## config.mk

```make
export PLATFORM = sky130hd
export DESIGN_NAME = game_flow_ctrl
export DESIGN_NICKNAME = d
export VERILOG_FILES = /design/src/rtl/game_flow_ctrl_pkg.sv /design/src/rtl/game_flow_ctrl_rise_edge.sv /design/src/rtl/game_flow_ctrl.sv
export SDC_FILE = /design/constraint.sdc
export NUM_CORES = 1
export LEC_CHECK = 0
export CAP_MARGIN = 20
export CORE_MARGIN = 1
export CORE_UTILIZATION = 60
export CTS_CLUSTER_DIAMETER = 80
export DETAILED_ROUTE_END_ITERATION = 7
export PLACE_DENSITY = 0.84
export SYNTH_ARGS = -nofsm -noshare
export SYNTH_HDL_FRONTEND = slang
export SYNTH_SLANG_ARGS = --single-unit
```

## constraint.sdc

```tcl
create_clock -name clk -period 10.4 [get_ports clk]
set_input_delay 2.08 -clock clk [delete_from_list [all_inputs] [get_ports clk]]
set_output_delay 2.08 -clock clk [all_outputs]
set_load 0.01 [all_outputs]
```

## src/rtl/game_flow_ctrl_pkg.sv

```systemverilog
`default_nettype none
// +----------------------------------------------------------------------------+
// | Module   : game_pkg                                                        |
// | Brief    : Shared state encodings, widths and level helper for game flow.  |
// | Revision : 1.0                                                             |
// +----------------------------------------------------------------------------+
package game_pkg;

    localparam int unsigned STATE_W = 2;
    localparam int unsigned SCORE_W = 32;
    localparam int unsigned LEVEL_W = 3;
    localparam int unsigned CNT_W   = 32;

    typedef enum logic [STATE_W-1:0] {
        ST_IDLE  = 2'd0,
        ST_PLAY  = 2'd1,
        ST_PAUSE = 2'd2,
        ST_OVER  = 2'd3
    } state_e;

    // Any quotient bit above the level field pushes the result to the ceiling.
    function automatic logic [LEVEL_W-1:0] sat_level(
        input logic [SCORE_W-1:0] quot,
        input logic [LEVEL_W-1:0] max_lvl
    );
        logic [LEVEL_W-1:0] lvl;
        if (quot > {{(SCORE_W-LEVEL_W){1'b0}}, max_lvl}) begin
            lvl = max_lvl;
        end else begin
            lvl = quot[LEVEL_W-1:0];
        end
        return lvl;
    endfunction

endpackage
`default_nettype wire

```

## src/rtl/game_flow_ctrl_rise_edge.sv

```systemverilog
`default_nettype none
// +----------------------------------------------------------------------------+
// | Module   : rise_edge                                                       |
// | Brief    : Rising-edge detector; history resets high so held inputs wait.  |
// | Revision : 1.0                                                             |
// +----------------------------------------------------------------------------+
module rise_edge
    import game_pkg::*;
(
    input  logic clk,
    input  logic rst,
    input  logic in,
    output logic pulse
);

    logic prev_q;
    logic prev_d;

    always_comb begin
        prev_d = in;
    end

    always_ff @(posedge clk) begin
        if (rst) begin
            prev_q <= 1'b1;
        end else begin
            prev_q <= prev_d;
        end
    end

    assign pulse = in & ~prev_q;

endmodule
`default_nettype wire

```

## src/rtl/game_flow_ctrl.sv

```systemverilog
`default_nettype none
// +----------------------------------------------------------------------------+
// | Module   : game_flow_ctrl                                                  |
// | Brief    : Game-session FSM, score pulses, level derivation, speed tick.   |
// | Revision : 1.0                                                             |
// +----------------------------------------------------------------------------+
module game_flow_ctrl
    import game_pkg::*;
#(
    parameter int unsigned TICK_BASE  = 25_000_000,
    parameter int unsigned TICK_DEC   = 2_500_000,
    parameter int unsigned TICK_MIN   = 5_000_000,
    parameter int unsigned LEVEL_STEP = 4,
    parameter int unsigned MAX_LEVEL  = 7
) (
    input  logic                 clk,
    input  logic                 rst,
    input  logic                 start,
    input  logic                 pause,
    input  logic                 hit,
    input  logic                 crash,
    input  logic [SCORE_W-1:0]   score,
    output logic                 score_en,
    output logic                 score_rst,
    output logic                 gameover,
    output logic [LEVEL_W-1:0]   level,
    output logic                 tick,
    output logic [STATE_W-1:0]   state
);

    localparam int unsigned        LVL_SHIFT   = $clog2(LEVEL_STEP);
    localparam logic [CNT_W-1:0]   C_TICK_BASE = TICK_BASE;
    localparam logic [CNT_W-1:0]   C_TICK_DEC  = TICK_DEC;
    localparam logic [CNT_W-1:0]   C_TICK_MIN  = TICK_MIN;
    localparam logic [CNT_W-1:0]   C_ONE       = {{(CNT_W-1){1'b0}}, 1'b1};
    localparam logic [LEVEL_W-1:0] C_MAX_LEVEL = LEVEL_W'(MAX_LEVEL);

    // ------------------------------------------------------------------
    // Button edge detection
    // ------------------------------------------------------------------
    logic w_start_rise;
    logic w_pause_rise;
    logic w_hit_rise;

    rise_edge u_start_edge (
        .clk   (clk),
        .rst   (rst),
        .in    (start),
        .pulse (w_start_rise)
    );

    rise_edge u_pause_edge (
        .clk   (clk),
        .rst   (rst),
        .in    (pause),
        .pulse (w_pause_rise)
    );

    rise_edge u_hit_edge (
        .clk   (clk),
        .rst   (rst),
        .in    (hit),
        .pulse (w_hit_rise)
    );

    // ------------------------------------------------------------------
    // Registers
    // ------------------------------------------------------------------
    state_e             state_q,     state_d;
    logic               score_en_q,  score_en_d;
    logic               score_rst_q, score_rst_d;
    logic               gameover_q,  gameover_d;
    logic [LEVEL_W-1:0] level_q,     level_d;
    logic               tick_q,      tick_d;
    logic [CNT_W-1:0]   cnt_q,       cnt_d;

    logic               w_new_game;
    logic [SCORE_W-1:0] w_quot;
    logic [LEVEL_W-1:0] w_level_new;
    logic [CNT_W-1:0]   w_lvl_dec;
    logic [CNT_W-1:0]   w_period;
    logic               w_expire;

    // ------------------------------------------------------------------
    // Session FSM: crash outranks pause/hit while playing
    // ------------------------------------------------------------------
    always_comb begin
        state_d     = state_q;
        score_en_d  = 1'b0;
        score_rst_d = 1'b0;
        w_new_game  = 1'b0;
        case (state_q)
            ST_IDLE, ST_OVER: begin
                if (w_start_rise) begin
                    state_d     = ST_PLAY;
                    score_rst_d = 1'b1;
                    w_new_game  = 1'b1;
                end
            end
            ST_PLAY: begin
                if (crash) begin
                    state_d = ST_OVER;
                end else begin
                    if (w_hit_rise) begin
                        score_en_d = 1'b1;
                    end
                    if (w_pause_rise) begin
                        state_d = ST_PAUSE;
                    end
                end
            end
            ST_PAUSE: begin
                if (w_pause_rise) begin
                    state_d = ST_PLAY;
                end
            end
            default: begin
                state_d = ST_IDLE;
            end
        endcase
        gameover_d = (state_d == ST_OVER);
    end

    // ------------------------------------------------------------------
    // Level: held at zero while the score counter is still being cleared
    // ------------------------------------------------------------------
    assign w_quot      = score >> LVL_SHIFT;
    assign w_level_new = sat_level(w_quot, C_MAX_LEVEL);

    always_comb begin
        level_d = level_q;
        if (w_new_game || score_rst_q) begin
            level_d = '0;
        end else if (state_q == ST_PLAY) begin
            level_d = w_level_new;
        end
    end

    // ------------------------------------------------------------------
    // Speed tick divider
    // ------------------------------------------------------------------
    assign w_lvl_dec = CNT_W'(level_q) * C_TICK_DEC;
    assign w_period  = (w_lvl_dec >= (C_TICK_BASE - C_TICK_MIN)) ? C_TICK_MIN
                                                                 : (C_TICK_BASE - w_lvl_dec);
    // >= also catches a count stranded above a freshly shortened period
    assign w_expire  = (cnt_q >= (w_period - C_ONE));

    always_comb begin
        cnt_d  = cnt_q;
        tick_d = 1'b0;
        if (w_new_game) begin
            cnt_d = '0;
        end else if ((state_q == ST_PLAY) && (state_d == ST_PLAY)) begin
            if (w_expire) begin
                cnt_d  = '0;
                tick_d = 1'b1;
            end else begin
                cnt_d = cnt_q + C_ONE;
            end
        end
    end

    always_ff @(posedge clk) begin
        if (rst) begin
            state_q     <= ST_IDLE;
            score_en_q  <= 1'b0;
            score_rst_q <= 1'b0;
            gameover_q  <= 1'b0;
            level_q     <= '0;
            tick_q      <= 1'b0;
            cnt_q       <= '0;
        end else begin
            state_q     <= state_d;
            score_en_q  <= score_en_d;
            score_rst_q <= score_rst_d;
            gameover_q  <= gameover_d;
            level_q     <= level_d;
            tick_q      <= tick_d;
            cnt_q       <= cnt_d;
        end
    end

    assign score_en  = score_en_q;
    assign score_rst = score_rst_q;
    assign gameover  = gameover_q;
    assign level     = level_q;
    assign tick      = tick_q;
    assign state     = state_q;

endmodule
`default_nettype wire

```

After elaboration in Yosys (flattened, before gate mapping)
Cells that the tools add are included.

Add/subtract/negate cells: 3. Multipliers: 1. $lt $le $gt $ge: 3. Equality and inequality tests: 5. Multiplexer cells: 12. Bitwise logic cells: 8. Reduce and logical (&&, ||, !) cells: 8.

Operator list (number): $mux 32 (2); $add 32x1->32 const B (1); $ge 32x32->1 (1); $sub 32x1->32 const B (1); $gt 30x3->1 const B (1); $sub 25x25->26 const A (1); $ge 25x25->1 const B (1); $mul 3x17->20 const B (1); $mux 2 (4); $eq 2x2->1 const B (3); $pmux 2 s3 (1); $reduce_or 2->1 (3); $reduce_or 3->1 (2); $not 1->1 (5); $eq 2x1->1 const B (2); $mux 1 (4); $and 1x1->1 (3); $mux 3 (1); $logic_not 2->1 (1); $logic_and 1x1->1 (1); $logic_or 1x1->1 (1).

Register bits: 44. Input bits: 38. Output and inout bits: 9. Word-level logic and storage cells: 50.

Depth between registers and ports, before layout
Gate-level depths: netlist (run 1).

Depth in word-level cells: 9. Mapped depth: 34. Mapped depth without buffers: 30.

Hierarchy
Synthesis (run 1) repeated with hierarchy kept, for this count alone.

Cells, all modules: 555. Area, all modules: 4309.1 um^2.

Modules (own cells, without submodules): game_flow_ctrl (times used 1, cells an instance 546, area each 4211.5 um^2, seq. area each 820.8 um^2); rise_edge (times used 3, cells an instance 3, area each 32.5 um^2, seq. area each 20.0 um^2).

Worst setup path before layout (run 1)
OpenSTA, ideal clock, no wires.

Kind: reg2reg. From: register level_q[0] (netlist: level[0]). To: register cnt_q[0]. Setup time: 78 ps. Arrival: 6783 ps. Data required time: 10322 ps. Setup slack: 3539 ps. Stages on the path, launching flop included: 35. Buffers on the path: 4. Clock period less this slack: 6861 ps. Cells stage by stage: dfxtp_1 clkbuf_1 inv_1 ha_1 ha_1 inv_1 fa_1 buf_2 inv_1 a21oi_1 nor3_2 o2111ai_1 a21oi_1 clkbuf_1 and2_1 ha_1 o21ai_0 nor3b_1 a21boi_2 o211a_1 o211ai_1 xnor2_1 nand2_1 ha_1 a21o_1 a21o_1 a21o_1 a21o_1 a21o_1 a21oi_1 nor2b_1 o311ai_1 a21boi_0 clkbuf_1 nor3_1.

Word-level cells in the longest chain between the ends: 6. Elaborated cells on any way between the ends: 7. Classes of those cells: add/sub (2); mul (1); order compare (2); mux (2).

RTL lines: from (decl) (RTL line game_flow_ctrl.sv:73) `logic [LEVEL_W-1:0] level_q, level_d;`; from (signal assigned) (RTL line game_flow_ctrl.sv:177) `level_q <= level_d;`; $mul 3x17->20 * (RTL line game_flow_ctrl.sv:142) `assign w_lvl_dec = CNT_W'(level_q) * C_TICK_DEC;`; $sub 25x25->26 / $ge 25x25->1 (equally long branches) (RTL line game_flow_ctrl.sv:144, game_flow_ctrl.sv:143); $mux 32 * (RTL line game_flow_ctrl.sv:143) `assign w_period = (w_lvl_dec >= (C_TICK_BASE - C_TICK_MIN)) ? C_TICK_MIN`; $sub 32x1->32 * (RTL line game_flow_ctrl.sv:146) `assign w_expire = (cnt_q >= (w_period - C_ONE));`; $ge 32x32->1 * (RTL line game_flow_ctrl.sv:146); $mux 32 * (RTL line game_flow_ctrl.sv:154) `if (w_expire) begin`; to (signal assigned) (RTL line game_flow_ctrl.sv:179) `cnt_q <= cnt_d;`; to (decl) (RTL line game_flow_ctrl.sv:75) `logic [CNT_W-1:0] cnt_q, cnt_d;`.

Mark *: on every way between the ends. The rest lies on a longest branch, timed or not. A chain may end at the register's enable or synchronous reset.

Final worst setup path (run 1)
From: register level_q[1] (netlist: level[1]). To: register cnt_q[26].

The elaborated chain is that of the path after synthesis.

==> results by group, run 1 <==
Place
  • DP HPWL: 8060 um
  • IO buf count: 44
  • DP Area: 4920 um2
  • Placer Congestion: 0.914

Clock tree
  • Clock Root Buffer: clkbuf_8
  • CTS clk-pin slew, worst paths: 0.09 ns
  • Cts hold-fix bufs: 0
  • CTS max path bufs: 2
  • # clock sinks: 44
  • Skew-Pair Late Insertion Delay: 0.30 ns
  • Clock buffer count from CTS: 5
  • Postcts setup bufs: 0
  • CTS HTree Levels: 2
  • CTS tree: done
  • Post-CTS sizing: 0

STA
  • Worst Tran Pin Value: 0.707 ns
  • Fmax: 124 MHz
  • Final setup vio count: 0
  • Final Hold Vio Count: 0
  • Worst Skew: 0.0110 ns
  • RSZ-0062 raised after global routing: no
  • Minimum clock period: 8.10 ns
  • Final Max Tran Viols: 0
  • Setup TNS: 0 ns
  • Max transition margin: 52.1%
  • Final Cycle Share: 77.9%

Logic synthesis
  • Post-Synth XOR/XNOR Area: 15.7%
  • Ys Warns: 0
  • Cell variety after synth: 74
  • Sequential element share of the synthesized area: 19.9%
  • Mux cell area share after synthesis: 0.793%
  • Post-Syn Nets: 636
  • Main combinational cell family by area after synthesis: simple AND/OR/NAND/NOR gates
  • Post-Synthesis Cells: 550
  • Synth area leaders: dfxtp_1 20%, ha_1 13%, xnor2_1 7.9%, nor3_1 5.6%, xor2_1 5.4%
  • Fraction of the mapped netlist area in simple logic gates: 28.4%
  • Synthesized area per cell: 8.03 um2
  • Synth Area in Adders: 13.8%
  • EDFF count, synth: 0
  • Cell taking the most area after synthesis: dfxtp_1
  • Complex-gate fraction of the synthesized area: 17.2%
  • Post-Syn Area: 4420 um2
  • Top FF cell, synth: dfxtp_1
  • Async set-reset flop share out of synthesis: 0%
  • Synth top area share: 19.9%
  • Register bit count reported by yosys: 44

Critical path
  • Slowest Stage Delay on Critical Path: 0.63 ns
  • Most frequent CP cell: a21o_1
  • Critical Path Source: level[1]
  • Slowest stage cell, crit path: o311ai_1
  • Setup crit start kind: flip-flop
  • Setup CP Type: reg -> reg
  • Req. time, crit path: 10.61 ns
  • Setup crit end kind: flip-flop
  • Worst EP arrival: 8.31 ns
  • Crit Reg-Reg Startpoint: level[1]
  • CP Max Fanout: 20

Power
  • Leakage: 0.00205 uW
  • Peak supply drop: 87.1 uV
  • P per Cell Area: 131 nW/um2

Global route
  • Total gr overflow: 0
  • GRT Total Usage: 28.4%
  • Largest net degree at the start of global routing: 35
  • Number of global-route vias before repair: 3978
  • Global-route wire length before repair: 17500 um
  • Initial antenna violation count: 0

Floorplanning
  • Starting Density: 63.6%
  • Cell row count: 30
  • Core area: 6940 um2
  • Die ar.: 7710 um2
  • Die Y: 87.8 um
  • I/O pin count: 47
  • Chip Width: 87.8 um

Route
  • Antenna viol nets, final: 0
  • Via count: 4150
  • Vias per cell: 6.11
  • DRC Markers: 0
  • Final WL: 10500 um
  • Wire per inst: 15.4 um
  • Starting DRT DRC Count: 161
  • DR pass1 iterations: 5

Hold path
  • Worst min path class: reg -> reg
  • Hold Startpoint: cnt_q[1]

Layout
  • Final instance area: 5040 um2
  • Sequential Area: 881 um2
  • Antenna diode count: 0
  • P&R area growth vs syn: 14.1%
  • Final core occ: 72.6%
  • Share of cells above drive strength 1: 7.03%
  • Fillers: 556
  • Multi-input logic area: 3360 um2
  • Net count, final: 668

Flow run
  • Max-cap check violation count: 0

Outcome
  • Status: finished clean
==> worst max-delay path, delay by kind of cell, from the launching register on <==
family	cells	cell delay (ns)
buf+inv	6	1.31
simple gates	6	0.86
compound gates	15	3.50
fa+ha+maj	5	1.82
flops	1	0.31
xor+xnor	1	0.22
==> power breakdown <==
part           total [uW]  switching, uW  internal [uW]
logic                 349            201            148
clock network         139           60.0           78.6
registers             175           2.42            173
total                 662            263            399
==> cells by family (layout without fill, tap and decap cells) <==
group,count (synthesis),count (layout)
simple gates,233,233
flops,44,44
xor+xnor,72,72
compound gates,105,105
mux,3,3
fa+ha+maj,48,48
buf+inv,45,78
==> layout by cell type (no fill, tap or decap), types with 22 or more instances in the layout <==
master,instances
xor2_1,27
xnor2_1,40
dfxtp_1,44
nor3_1,49
a21oi_1,22
nand3_1,22
nand2_1,40
nor2_1,34
clkdlybuf4s50_1,44
ha_1,47
==> per-layer routing <==
| layer | global-route usage (%) | vias to the layer above | share of wire, % |
|---|---|---|---|
| met1 | 33.6 | 1962 | 43 |
| met5 | 0 | - | 0 |
| met4 | 7.30 | 0 | 1.4 |
| met3 | 4.15 | 18 | 4.3 |
| met2 | 53.0 | 119 | 51 |
| li1 | - | 2051 | - |
==> state kept, by name (all words and copies together), names as in the netlist <==
signal,cells
cnt_q,32
level,3
state,2
gameover,1
score_en,1
score_rst,1
tick,1
u_hit_edge.prev_q,1
u_pause_edge.prev_q,1
u_start_edge.prev_q,1
==> worst paths after layout <==
| check | endpoint | slack [ns] | cells after the start |
|---|---|---|---|
| max | cnt_q[26] | 2.30 | 33 |
| min | cnt_q[1] | 0.51 | 2 |
| max reg2reg | cnt_q[26] | 2.30 | 33 |
| min reg2reg | cnt_q[1] | 0.51 | 2 |
==> cell usage after synthesis (3+ instances only) <==
cell type,n
o211ai_1,5
buf_2,4
o22ai_1,3
nor2_1,34
and3_1,11
inv_1,20
nand3b_1,5
nand2_1,40
nand2b_1,8
xnor2_1,40
xor2_1,27
dfxtp_1,44
a31oi_1,7
nor3_1,49
a21o_1,14
a211oi_1,3
or3_1,6
nand3_1,22
nor4_1,7
and4_1,7
nor3b_1,5
ha_1,47
o21ai_0,18
and2_1,3
clkbuf_1,18
or2_1,3
or2_2,6
o31ai_1,3
nand4_1,9
nor2b_1,8
a21oi_1,22
==> cell type report <==
cell class / count / area share [%]
Inverter: 20 / 1.49
Multi-Input combinational cell: 461 / 66.6
Tap cell: 96 / 2.38
Timing Repair Buffer: 50 / 9.63
Clock buffer: 6 / 1.64
Clock inverter: 2 / 0.769
Sequential cell: 44 / 17.5
==> through the flow <==
stage | setup WS [ns] | hold WS (ns) | power (uW) | std cells
final | 2.30 | 0.507 | 662 | 679
after global routing | 1.85 | 0.530 | 707 | 679
after CTS | 2.40 | 0.506 | 662 | 679
after detailed placement | 2.46 | 0.489 | 523 | 671
after global placement | 2.70 | 0.480 | 508 | 671
after floorplan | 3.54 | 0.466 | 441 | 550
No activity file was read; power rests on OpenSTA's default activity.
==> inputs of run 2 (changes only) <==
- CORE_UTILIZATION: 60 -> 53
- PLACE_DENSITY: 0.84 -> 0.78
- clock period: 10.4 -> 7.05 ns (I/O delays scaled with it)
==> results by group, run 2 (same netlist as run 1, synthesis figures left out) <==
Layout
  • Most flops, register: cnt_q
  • Cell Count, Final, Fillers Out: 699
  • Most common cell after layout, fill and taps aside: nor3_1
  • Highest-count cells in the layout ignoring fill and taps: 49 x nor3_1, 46 x ha_1, 44 x clkdlybuf4s50_1
  • Net count, final: 682
  • Share of cells above drive strength 1: 10.7%
  • P&R area growth vs syn: 17.4%
  • Fillers: 666
  • Max reg flops: 32
  • Antenna diode count: 0

STA
  • Worst Skew: 0.00501 ns
  • Final Max Tran Viols: 0
  • Final setup vio count: 0
  • Setup TNS: 0 ns
  • Max transition margin: 54.2%
  • Minimum clock period: 6.56 ns
  • RSZ-0062 raised after global routing: no
  • Worst Tran Pin Value: 0.687 ns
  • Final Cycle Share: 93.0%
  • Fmax: 153 MHz
  • Final Hold Vio Count: 0

Critical path
  • Setup crit end kind: flip-flop
  • Setup CP Type: reg -> reg
  • Req. time, crit path: 7.26 ns
  • Most frequent CP cell: a21o_1
  • Setup crit start kind: flip-flop
  • CP Max Fanout: 31
  • Worst EP arrival: 6.77 ns
  • Slowest Stage Delay on Critical Path: 0.42 ns
  • Slowest stage cell, crit path: fa_1

Power
  • Leakage: 0.00210 uW
  • P per Cell Area: 185 nW/um2
  • Peak supply drop: 133 uV

Floorplanning
  • I/O pin count: 47
  • Die Y: 93.3 um
  • Chip Width: 93.3 um
  • Starting Density: 56.0%
  • Cell row count: 32
  • Core area: 7890 um2
  • Die ar.: 8700 um2

Global route
  • Global-route wire length before repair: 18100 um
  • Total gr overflow: 0
  • Number of global-route vias before repair: 3983
  • Largest net degree at the start of global routing: 34
  • GRT Total Usage: 25.8%
  • Initial antenna violation count: 0

Clock tree
  • Cts hold-fix bufs: 0
  • Clock Root Buffer: clkbuf_8
  • Skew-Pair Late Insertion Delay: 0.30 ns
  • Clock buffer count from CTS: 5
  • CTS HTree Levels: 2
  • CTS clk-pin slew, worst paths: 0.08 ns
  • CTS max path bufs: 2
  • CTS tree: done
  • # clock sinks: 44

Place
  • IO buf count: 44
  • DP HPWL: 8400 um
  • Placer Congestion: 0.936
  • Cell Count Post-Placement: 687

Route
  • Vias per cell: 5.94
  • Wire per inst: 15.4 um
  • Via count: 4149
  • Final WL: 10700 um
  • DR pass1 iterations: 5
  • Starting DRT DRC Count: 216
  • DRC Markers: 0
  • Antenna viol nets, final: 0

Hold path
  • Worst min path class: reg -> reg

Outcome
  • Status: finished clean

Flow run
  • Max-cap check violation count: 0
==> run 2: path summary, 6_finish.rpt <==
kind	start	endpoint	slack [ns]	cells after the start
setup / recovery	level[0]	cnt_q[11]	0.49	33
hold / removal	cnt_q[1]	cnt_q[1]	0.52	2
setup reg to reg	level[0]	cnt_q[11]	0.49	33
hold reg to reg	cnt_q[1]	cnt_q[1]	0.52	2
==> run 2: cell type report <==
| cell class | count | area (um2) | area share [%] |
|---|---|---|---|
| multi-input combinational | 461 | 3410 | 65.8 |
| sequential | 44 | 885 | 17.1 |
| timing repair buffer | 64 | 594 | 11.5 |
| tap | 102 | 128 | 2.46 |
| clock buffer | 8 | 90.1 | 1.74 |
| inverter | 20 | 78.8 | 1.52 |
==> run 2: power breakdown <==
group / total (uW) / internal [uW] / switching, uW
clock network: 163 / 80.0 / 83.4
logic: 532 / 230 / 301
registers: 262 / 255 / 7.02
total: 957 / 565 / 392
==> run 2: worst max-delay path: cells and delay by family, from the launching register on <==
family	cells	cell delay [ns]
AO/OA/AOI/OAI	14	2.27
XOR/XNOR	1	0.21
adder cells (fa/ha/maj)	5	1.43
buffers and inverters	5	0.71
flip-flops	1	0.39
AND/OR/NAND/NOR	8	1.46
==> run 2: stage by stage <==
stage	util, %	total power [uW]	worst slack, ns	instance area [um2]	hold slack, ns
3_3_place_gp	63.4	760	0.254	5000	0.480
6_report	65.7	957	0.493	5180	0.517
4_1_cts	64.6	942	0.0820	5090	0.519
2_1_floorplan	-	651	0.189	4420	0.466
5_1_grt	65.7	1020	0.0302	5180	0.562
3_5_place_dp	63.4	779	0.0681	5000	0.507
==> run 2: repair_timing <==
| item | in CTS | in global routing |
|---|---|---|
| resized for setup | 1 | 14 |
| pin swaps | 1 | 5 |
| setup endpoints to repair | 1 | 33 |
| cloned | 0 | 0 |
| buffers inserted | 0 | 4 |
==> run 2: metal layers <==
layer / wire length (um) / GRT usage, %
met5: 0 / 0
met4: 108 / 5.26
met2: 5230 / 45.8
met1: 4810 / 33.0
met3: 585 / 3.66
==> inputs of run 3 (changes only) <==
- CAP_MARGIN: 20 -> unset
==> results of run 3 <==
No change in the layout: final DEF, timing and power equal those of run 2.
